===== config.mk =====
export PLATFORM = sky130hd
export DESIGN_NAME = pipe_ctrl
export DESIGN_NICKNAME = d
export VERILOG_FILES = /design/src/rtl/pipe_ctrl.sv
export SDC_FILE = /design/constraint.sdc
export NUM_CORES = 1
export LEC_CHECK = 0
export CAP_MARGIN = 40
export CORE_MARGIN = 3
export CORE_UTILIZATION = 36
export CTS_CLUSTER_SIZE = 28
export DETAILED_ROUTE_END_ITERATION = 8
export HOLD_SLACK_MARGIN = 0.15
export PLACE_DENSITY = 0.69
export SETUP_SLACK_MARGIN = 0.2
export SLEW_MARGIN = 20
export SYNTH_ARGS = -nofsm -noshare
export SYNTH_HDL_FRONTEND = slang
export SYNTH_SLANG_ARGS = --single-unit

===== constraint.sdc =====
create_clock -name clk -period 5.8 [get_ports clk]
set_input_delay 0.87 -clock clk [delete_from_list [all_inputs] [get_ports clk]]
set_output_delay 0.87 -clock clk [all_outputs]
set_load 0.01 [all_outputs]

===== src/rtl/pipe_ctrl.sv =====
// Pipeline hazard controller: per-stage stall vector, IF/ID flush, multi-cycle
// MUL/DIV sequencing and a saturating count of stalled cycles.
module pipe_ctrl #(
  parameter int unsigned MUL_CYCLES = 2,
  parameter int unsigned DIV_CYCLES = 32
) (
  input  logic        clk,
  input  logic        rst,
  input  logic        id_load_use_i,
  input  logic        id_take_branch_i,
  input  logic        ex_mdu_start_i,
  input  logic        ex_mdu_is_div_i,
  input  logic        mem_req_i,
  input  logic        mem_ack_i,
  output logic [4:0]  stall_o,
  output logic        flush_if_id_o,
  output logic        mdu_done_o,
  output logic [31:0] stall_cycles_o
);

  localparam int unsigned CNT_W   = 6;
  localparam int unsigned SCNT_W  = 32;
  localparam logic [4:0]  ST_MEM  = 5'b01111;
  localparam logic [4:0]  ST_EX   = 5'b00111;
  localparam logic [4:0]  ST_ID   = 5'b00011;

  typedef enum logic {IDLE, MDU_BUSY} state_e;

  state_e              state_q, state_d;
  logic [CNT_W-1:0]    cnt_q, cnt_d;
  logic [SCNT_W-1:0]   stall_cycles_q, stall_cycles_d;
  logic                mem_stall;
  logic [CNT_W-1:0]    n_cycles;

  assign mem_stall = mem_req_i & ~mem_ack_i;
  assign n_cycles  = ex_mdu_is_div_i ? CNT_W'(DIV_CYCLES) : CNT_W'(MUL_CYCLES);

  // Priority: reset > memory wait > MDU > load-use > branch flush.
  always_comb begin
    stall_o       = '0;
    flush_if_id_o = 1'b0;
    mdu_done_o    = 1'b0;
    state_d       = state_q;
    cnt_d         = cnt_q;
    if (!rst) begin
      if (mem_stall) begin
        stall_o = ST_MEM;
      end else if (state_q == MDU_BUSY && ex_mdu_start_i) begin
        stall_o = ST_EX;
        if (cnt_q == CNT_W'(1)) begin
          mdu_done_o = 1'b1;
          state_d    = IDLE;
        end else begin
          cnt_d = cnt_q - CNT_W'(1);
        end
      end else if (ex_mdu_start_i) begin
        stall_o = ST_EX;
        state_d = IDLE;
        if (n_cycles == CNT_W'(1)) begin
          mdu_done_o = 1'b1;
        end else begin
          cnt_d   = n_cycles - CNT_W'(1);
          state_d = MDU_BUSY;
        end
      end else begin
        // A busy MDU whose start dropped was flushed out of EX: abandon it.
        state_d = IDLE;
        if (id_load_use_i) begin
          stall_o = ST_ID;
        end
      end
      // A branch held in ID re-resolves once ID is released.
      flush_if_id_o = id_take_branch_i & ~stall_o[1];
    end
  end

  always_comb begin
    stall_cycles_d = stall_cycles_q;
    if (stall_o[0] && stall_cycles_q != '1) begin
      stall_cycles_d = stall_cycles_q + SCNT_W'(1);
    end
  end

  always_ff @(posedge clk) begin
    if (rst) begin
      state_q        <= IDLE;
      cnt_q          <= '0;
      stall_cycles_q <= '0;
    end else begin
      state_q        <= state_d;
      cnt_q          <= cnt_d;
      stall_cycles_q <= stall_cycles_d;
    end
  end

  assign stall_cycles_o = stall_cycles_q;

endmodule


==> results.yml, run 1 <==
outcome:
  outcome: "completed"
cells_and_area:
  fin_util_pct: 48.65
  antenna_cells: 0
  final_layout_size_suffix_gt1_share_pct: 7.143
  synthToLayoutAreaGrowth_pct: 25.64
  fin_nets: 318
floorplan:
  rows: 27
  die_h_um: 84.37
  start_util_pct: 38.72
  die_x_um: 84.37
  core_um2: 5709
  design.die.area_um2: 7117
  pin_count: 47
global_routing:
  grt_max_degree: 43
  gr-total-overflow: 0
  track_usage_pct: 15.38
  grt_antenna_before_repair: 0
  grt_pass1_wl_um: 9308
  grt_pass1_vias: 2059
pwr:
  p_leak_nw: 0.8452
  power_mw: 0.5049
  ir_drop_mv: 0.1290
  powerDensity_nw_per_um2: 181.8
setup_path:
  critPathArrivalTime_ns: 2.95
  path_max_fanout: 42
  crit_type: "in2out"
  end_kind: "output port"
  start_kind: "primary input"
  cp.required_ns: 4.93
  r2r-start: "stall_cycles_o[0]$_SDFFE_PP0P_"
  crit_start: "rst"
logic_synthesis:
  synth_compound_gate_area_share_pct: 26.20
  synth_edf_count: 0
  synth-simple-area-share_pct: 29.94
  synth_area_leaders: "dfxtp_1 (35%), a21oi_1 (5.4%), o31ai_1 (4.4%), or4_1 (4.4%), nand3_1 (3.2%)"
  synth-adder-area-share_pct: 1.698
  synth_mux_area_share_pct: 0.5093
  synth-async-reset-ratio_pct: 0
  yosys_warnings: 0
  synthCells: 265
  avgSynthCellArea_um2: 8.343
  syn-num-nets: 276
  synth_top_family_by_area: "simple AND/OR/NAND/NOR gates"
  syn-cell-area_um2: 2211
  synth.distinct_cells: 54
  ys_seq_area_share_pct: 35.31
  synth_top_area_share_pct: 35.31
  ys_seq_elements: 39
  synth_top_area_cell: "dfxtp_1"
  synthXorXnorAreaFrac_pct: 0.7923
  synthFlopType: "dfxtp_1"
drt:
  vias: 2190
  drtAntennaViolNets: 0
  drc: 0
  detail_route.iter0.violations: 127
  drt-pass1-iter-count: 5
  routed_wl_um: 5445
  wl_per_cell_um: 14.33
  viasPerCell: 5.763
worst_hold_path:
  hold_path_startpoint: "cnt_q[3]$_SDFFE_PP0P_"
  min_path_type: "reg2reg"
sta:
  max_slew.worst_pin.slew_ns: 0.8132
  rsz0062_at_grt: "no"
  final-setup-viol-count: 0
  period_needed_ns: 3.818
  finClkSkew_ns: 0.004954
  finalMaxSlewViolations: 0
  hold_violations: 0
  fmax_ghz: 0.2619
  relSlewSlack_pct: 45.38
  setup_tns_ns: 0
  period_share_pct: 65.83
clock_tree:
  htree_levels: 2
  post-cts-setup-buffers: 0
  clock-sinks: 39
  numCtsBuffers: 5
  path_clk_slew_ns: 0.07
  ctsLongestPathBuffers: 2
  cts-root-buf: "clkbuf_8"
  post_cts_resize_count: 0
  clk_latency_ns: 0.29
  cts_tree: "yes"
  postCtsHoldBufs: 0
placed_design:
  hpwl_um: 3965
  io_buffers: 45
  gp_congestion: 0.8270
run:
  maxCapViolCount: 0
==> power breakdown <==
group          leakage, nW  switching (mW)  internal, mW
Clock               0.0422          0.0921        0.0844
Combinational        0.487          0.0274        0.0220
Sequential           0.316         0.00610         0.273
Total                0.845           0.126         0.379
==> synthesized netlist by cell type (all sizes together), types with 3 or more instances <==
master  instances
o31ai          13
nand2          17
ha              3
nor3            8
and3            5
a211oi          4
nand3          16
o41ai           4
o21ai          15
nor2b           3
nand4          10
or3            10
nor2           14
buf             6
nor4            6
a21oi          27
dfxtp          39
clkbuf          5
inv            15
or4            14
a31oi           3
==> registers in the layout, summed over array words and instances (netlist names) <==
signal / cells
cnt_q: 6
stall_cycles_o: 32
state_q: 1
==> critical path, cell delays in order <==
cell and delay, ns:
clkdlybuf4s50_1 0.45, buf_4 0.41, inv_1 0.25, nand2_1 0.27, inv_1 0.17, clkdlybuf4s50_1 0.51
==> cell families after synthesis <==
logic type / Yosys count
adder cells (fa/ha/maj): 3
AND/OR/NAND/NOR: 111
buffers and inverters: 26
AO/OA/AOI/OAI: 82
flip-flops: 39
other: 1
XOR/XNOR: 2
multiplexers: 1
==> routing by layer <==
| metal | track usage, % | up-vias | part of all wire, % |
|---|---|---|---|
| met2 | 25.39 | 40 | 48 |
| met5 | 0 | - | 0 |
| met1 | 20.01 | 1032 | 47 |
| met3 | 2.944 | 7 | 3.2 |
| li1 | - | 1111 | - |
| met4 | 5.468 | 0 | 1.7 |
==> area by class of cell <==
type	instances	area (um2)
Clock buffer	7	76.32
Clock inverter	1	5.005
Fill cell	548	2932
Inverter	15	56.30
Multi-Input combinational cell	200	1311
Sequential cell	39	780.7
Tap cell	72	90.09
Timing Repair Buffer	46	457.9
==> worst paths after layout <==
path | slack (ns) | depth (start not counted) | endpoint
worst max-delay path | 1.98 | 6 | stall_o[1]
worst min-delay path | 0.49 | 2 | cnt_q[3]$_SDFFE_PP0P_
worst max register to register | 3.14 | 6 | stall_cycles_o[4]$_SDFFE_PP0P_
worst min register to register | 0.49 | 2 | cnt_q[3]$_SDFFE_PP0P_
==> cells in the final DEF, fill, tap and decap left out, types with 4 or more instances in the layout <==
master,Yosys,final
a211oi_1,4,4
a21oi_1,24,24
and3_1,5,5
clkbuf_8,0,5
clkdlybuf4s50_1,0,45
dfxtp_1,39,39
inv_1,15,15
nand2_1,17,17
nand3_1,14,14
nand4_1,9,9
nor2_1,14,14
nor3_1,8,8
nor4_1,4,4
o21ai_0,13,13
o31ai_1,13,13
or3_1,10,10
or4_1,13,13
==> metrics by stage <==
step	hold slack [ns]	setup WS [ns]	instances	cell area [um2]
after floorplan	0.4580	3.066	265	2211
after global placement	0.4784	2.010	372	2696
after detailed placement	0.4835	1.968	372	2696
after CTS	0.4986	1.952	380	2778
after global routing	0.5344	1.805	380	2778
final	0.4939	1.982	380	2778
No activity file was read; power rests on OpenSTA's default activity.
==> inputs of run 2 (changes only) <==
--- a/config.mk
+++ b/config.mk
@@ -11,7 +11,7 @@
 export CTS_CLUSTER_SIZE = 28
 export DETAILED_ROUTE_END_ITERATION = 8
 export HOLD_SLACK_MARGIN = 0.15
-export PLACE_DENSITY = 0.69
+export PLACE_DENSITY = 0.71
 export SETUP_SLACK_MARGIN = 0.2
 export SLEW_MARGIN = 20
 export SYNTH_ARGS = -nofsm -noshare
==> constraint.sdc (replaced) <==
create_clock -name clk -period 3.5 [get_ports clk]
set_input_delay 0.525 -clock clk [delete_from_list [all_inputs] [get_ports clk]]
set_output_delay 0.525 -clock clk [all_outputs]
set_load 0.01 [all_outputs]
==> results.yml, run 2 (same netlist as run 1, synthesis figures left out) <==
outcome:
  outcome: "completed"
cells_and_area:
  fin_nets: 321
  final_area_um2: 2833
  synthToLayoutAreaGrowth_pct: 28.13
  fin_util_pct: 49.62
  layout_common_cells: "clkdlybuf4s50_1 (45), dfxtp_1 (39), a21oi_1 (24)"
  antenna_cells: 0
  final_layout_size_suffix_gt1_share_pct: 8.360
  largest_reg_flops: 32
  mostFrequentLayoutCell: "clkdlybuf4s50_1"
sta:
  fmax_ghz: 0.3325
  finalMaxSlewViolations: 0
  setup_tns_ns: 0
  period_share_pct: 85.94
  max_slew.worst_pin.slew_ns: 0.7832
  relSlewSlack_pct: 47.40
  final-setup-viol-count: 0
  hold_violations: 0
  rsz0062_at_grt: "no"
  period_needed_ns: 3.008
  layout_setup_ws_ns: 0.4922
  hold_slack_ns: 0.4969
  finClkSkew_ns: 0.01137
drt:
  viasPerCell: 5.843
  vias: 2238
  wl_per_cell_um: 14.77
  routed_wl_um: 5658
  drt-pass1-iter-count: 4
  drc: 0
  detail_route.iter0.violations: 125
  drtAntennaViolNets: 0
setup_path:
  r2r-end: "stall_cycles_o[4]$_SDFFE_PP0P_"
  rrSetupSlack_ns: 0.89
  crit_type: "in2out"
  path_max_fanout: 10
  critPathArrivalTime_ns: 2.48
  rr_worst_depth: 6
  start_kind: "primary input"
  cp.required_ns: 2.97
  r2r-start: "stall_cycles_o[0]$_SDFFE_PP0P_"
  end_kind: "output port"
floorplan:
  die_x_um: 84.37
  core_um2: 5709
  die_h_um: 84.37
  rows: 27
  start_util_pct: 38.72
  design.die.area_um2: 7117
  pin_count: 47
pwr:
  switchingPower_mw: 0.2243
  switching_share_pct: 23.73
  powerDensity_nw_per_um2: 333.7
  p_leak_nw: 0.8749
  combPwrFrac_pct: 8.9
  intPower_mw: 0.7209
  p_clk_share_pct: 42.1
  power_frac_seq_pct: 49.0
  ir_drop_mv: 0.1972
global_routing:
  busiest_layer: "met2"
  grt_antenna_before_repair: 0
  gr-total-overflow: 0
  grt_use_met2_pct: 25.68
  gr-usage-met1_pct: 21.02
  grt_max_degree: 27
  grt_pass1_vias: 2035
  use_met3_pct: 4.907
  track_usage_pct: 15.92
  grt_pass1_wl_um: 9528
run:
  maxCapViolCount: 0
clock_tree:
  post-cts-setup-buffers: 0
  numCtsBuffers: 5
  post_cts_resize_count: 0
  htree_levels: 2
  postCtsHoldBufs: 0
  cts_tree: "yes"
  ctsLongestPathBuffers: 2
  path_clk_slew_ns: 0.08
  clock-sinks: 39
  cts-root-buf: "clkbuf_8"
  clk_latency_ns: 0.30
worst_hold_path:
  hold_path_startpoint: "cnt_q[3]$_SDFFE_PP0P_"
  min_to: "cnt_q[3]$_SDFFE_PP0P_"
  min_path_type: "reg2reg"
  hold_path_depth: 2
placed_design:
  io_buffers: 45
  gp_congestion: 0.8230
  dp_slack_ns: 0.4725
  hpwl_um: 4028
  placed_cell_area_um2: 2715
## run 2: per-stage QoR
| stage | total power, mW | instances |
|---|---|---|
| 3_5_place_dp | 0.5573 | 375 |
| 2_1_floorplan | 0.5241 | 265 |
| 3_3_place_gp | 0.5560 | 374 |
| 5_1_grt | 0.9775 | 383 |
| 6_report | 0.9452 | 383 |
| 4_1_cts | 0.9552 | 383 |
## run 2: power by group through the flow
stage | Combinational [mW] | Sequential (mW) | Clock [mW]
2_1_floorplan | 0.0539 | 0.470 | 0
3_3_place_gp | 0.0832 | 0.473 | 0
3_5_place_dp | 0.0845 | 0.473 | 0
4_1_cts | 0.0851 | 0.462 | 0.408
5_1_grt | 0.0945 | 0.464 | 0.419
6_report | 0.0843 | 0.463 | 0.398
## run 2: cell type report
| class | instances | area [um2] |
|---|---|---|
| Clock inverter | 2 | 35.03 |
| Timing Repair Buffer | 49 | 476.7 |
| Sequential cell | 39 | 780.7 |
| Inverter | 15 | 56.30 |
| Clock buffer | 6 | 82.58 |
| Tap cell | 72 | 90.09 |
| Fill cell | 549 | 2877 |
| Multi-Input combinational cell | 200 | 1311 |
## run 2: worst max-delay path by stage
stage	start	endpoint	slack [ns]	depth (start not counted)
CTS	ex_mdu_start_i	stall_o[0]	0.48	6
finish	ex_mdu_start_i	stall_o[0]	0.49	6
detailed placement	ex_mdu_start_i	stall_o[0]	0.47	6
floorplan	ex_mdu_start_i	stall_cycles_o[27]$_SDFFE_PP0P_	1.25	7
global route	ex_mdu_start_i	stall_o[1]	0.36	6
global placement	ex_mdu_start_i	stall_cycles_o[10]$_SDFFE_PP0P_	0.47	6
## run 2: critical path, stage by stage
cell,delay (ns)
clkdlybuf4s50_1,0.55
nor2_1,0.31
nand2_1,0.16
nand2_1,0.27
inv_1,0.17
clkdlybuf4s50_1,0.51
## run 2: layer usage
layer	vias to the layer above	wire [um]
met2	37	2737
met1	1077	2643
li1	1118	-
met5	-	0
met3	6	235
met4	0	40
==> inputs of run 3 (changes only) <==
--- a/config.mk
+++ b/config.mk
@@ -5,7 +5,8 @@
 export SDC_FILE = /design/constraint.sdc
 export NUM_CORES = 1
 export LEC_CHECK = 0
-export CAP_MARGIN = 40
+export ABC_CLOCK_PERIOD_IN_PS = 3500
+export CAP_MARGIN = 20
 export CORE_MARGIN = 3
 export CORE_UTILIZATION = 36
 export CTS_CLUSTER_SIZE = 28
==> results.yml, run 3 (same netlist as run 1, synthesis figures left out) <==
drt:
  wl_met3_um: 283
  drc: 0
  viasPerCell: 5.767
  drt-pass1-iter-count: 4
  vias: 2203
  wl_per_cell_um: 14.56
  drtAntennaViolNets: 0
  route.top_layer_used: "met4"
  detail_route.iter0.violations: 133
  dr_wl_met2_um: 2642
  routed_wl_um: 5563
  met1Wirelength_um: 2580
pwr:
  powerDensity_nw_per_um2: 302.5
  p_leak_nw: 0.8548
  ir_drop_mv: 0.1525
cells_and_area:
  synthToLayoutAreaGrowth_pct: 26.32
  mostFrequentLayoutCell: "clkdlybuf4s50_1"
  final_layout_size_suffix_gt1_share_pct: 7.742
  largest_reg_flops: 32
  fin_util_pct: 48.92
  fin_nets: 320
  antenna_cells: 0
  layout_common_cells: "clkdlybuf4s50_1 (45), dfxtp_1 (39), a21oi_1 (24)"
clock_tree:
  cts-root-buf: "clkbuf_8"
  numCtsBuffers: 5
  postCtsHoldBufs: 0
  clk_latency_ns: 0.29
  ctsLongestPathBuffers: 2
  post_cts_resize_count: 0
  cts_tree: "yes"
  post-cts-setup-buffers: 0
  htree_levels: 2
  clock-sinks: 39
  path_clk_slew_ns: 0.08
floorplan:
  core_um2: 5709
  design.die.area_um2: 7117
  start_util_pct: 38.72
  die_x_um: 84.37
  rows: 27
  pin_count: 47
  die_h_um: 84.37
placed_design:
  gp_congestion: 0.8230
  io_buffers: 45
  hpwl_um: 4024
global_routing:
  grt_pass1_wl_um: 9542
  gr-total-overflow: 0
  grt_max_degree: 27
  grt_pass1_vias: 2030
  track_usage_pct: 15.78
  grt_antenna_before_repair: 0
sta:
  hold_violations: 0
  relSlewSlack_pct: 35.63
  max_slew.worst_pin.slew_ns: 0.9412
  setup_tns_ns: 0
  period_needed_ns: 3.000
  fmax_ghz: 0.3333
  finalMaxSlewViolations: 0
  rsz0062_at_grt: "no"
  final-setup-viol-count: 0
  period_share_pct: 85.72
  finClkSkew_ns: 0.007633
outcome:
  outcome: "completed"
setup_path:
  crit_start: "ex_mdu_start_i"
  crit_type: "in2out"
  start_kind: "primary input"
  cp.required_ns: 2.97
  critPathArrivalTime_ns: 2.48
  path_max_fanout: 10
  r2r-start: "stall_cycles_o[0]$_SDFFE_PP0P_"
  end_kind: "output port"
run:
  maxCapViolCount: 0
worst_hold_path:
  hold_path_startpoint: "cnt_q[3]$_SDFFE_PP0P_"
  min_path_type: "reg2reg"
-- run 3: path summary, 6_finish.rpt --
| path | to | slack, ns | cells past startpoint |
|---|---|---|---|
| setup / recovery | stall_o[0] | 0.50 | 6 |
| hold / removal | cnt_q[3]$_SDFFE_PP0P_ | 0.49 | 2 |
| setup reg to reg | stall_cycles_o[10]$_SDFFE_PP0P_ | 0.90 | 6 |
| hold reg to reg | cnt_q[3]$_SDFFE_PP0P_ | 0.49 | 2 |
-- run 3: power by group --
part           switching [mW]  total, mW  leakage [nW]  internal (mW)
logic                  0.0458     0.0838         0.497         0.0380
registers              0.0106      0.463         0.316          0.452
clock network           0.158      0.298        0.0422          0.140
total                   0.215      0.845         0.855          0.630
-- run 3: metal layers --
| metal | track usage, % | vias to the layer above |
|---|---|---|
| met1 | 21.43 | 1030 |
| met4 | 3.597 | 0 |
| met2 | 24.89 | 53 |
| met5 | 0 | - |
| met3 | 4.514 | 7 |
| li1 | - | 1113 |
-- run 3: worst max-delay path, cell delays in order --
cell,delay (ns)
clkdlybuf4s50_1,0.54
nor2_1,0.30
nand2_1,0.16
nand2_1,0.28
inv_1,0.16
clkdlybuf4s50_1,0.51
-- run 3: cell type report --
cell class / instances / area [um2]
fillers: 563 / 2917
repair buffers: 48 / 473.0
inverters: 15 / 56.30
clock inverters: 1 / 5.005
clock buffers: 7 / 76.32
well taps: 72 / 90.09
multi-input cells: 200 / 1311
flip-flops and latches: 39 / 780.7
-- run 3: metrics by stage --
stage / worst slack [ns] / instances / area [um2] / hold WS, ns / total power, mW
floorplan: 1.248 / 265 / 2211 / 0.4580 / 0.5241
global placement: 0.4691 / 374 / 2711 / 0.4766 / 0.5560
detailed placement: 0.4821 / 374 / 2711 / 0.4823 / 0.5568
CTS: 0.4791 / 382 / 2793 / 0.4921 / 0.8535
global route: 0.3410 / 382 / 2793 / 0.5202 / 0.8806
finish: 0.5000 / 382 / 2793 / 0.4921 / 0.8448
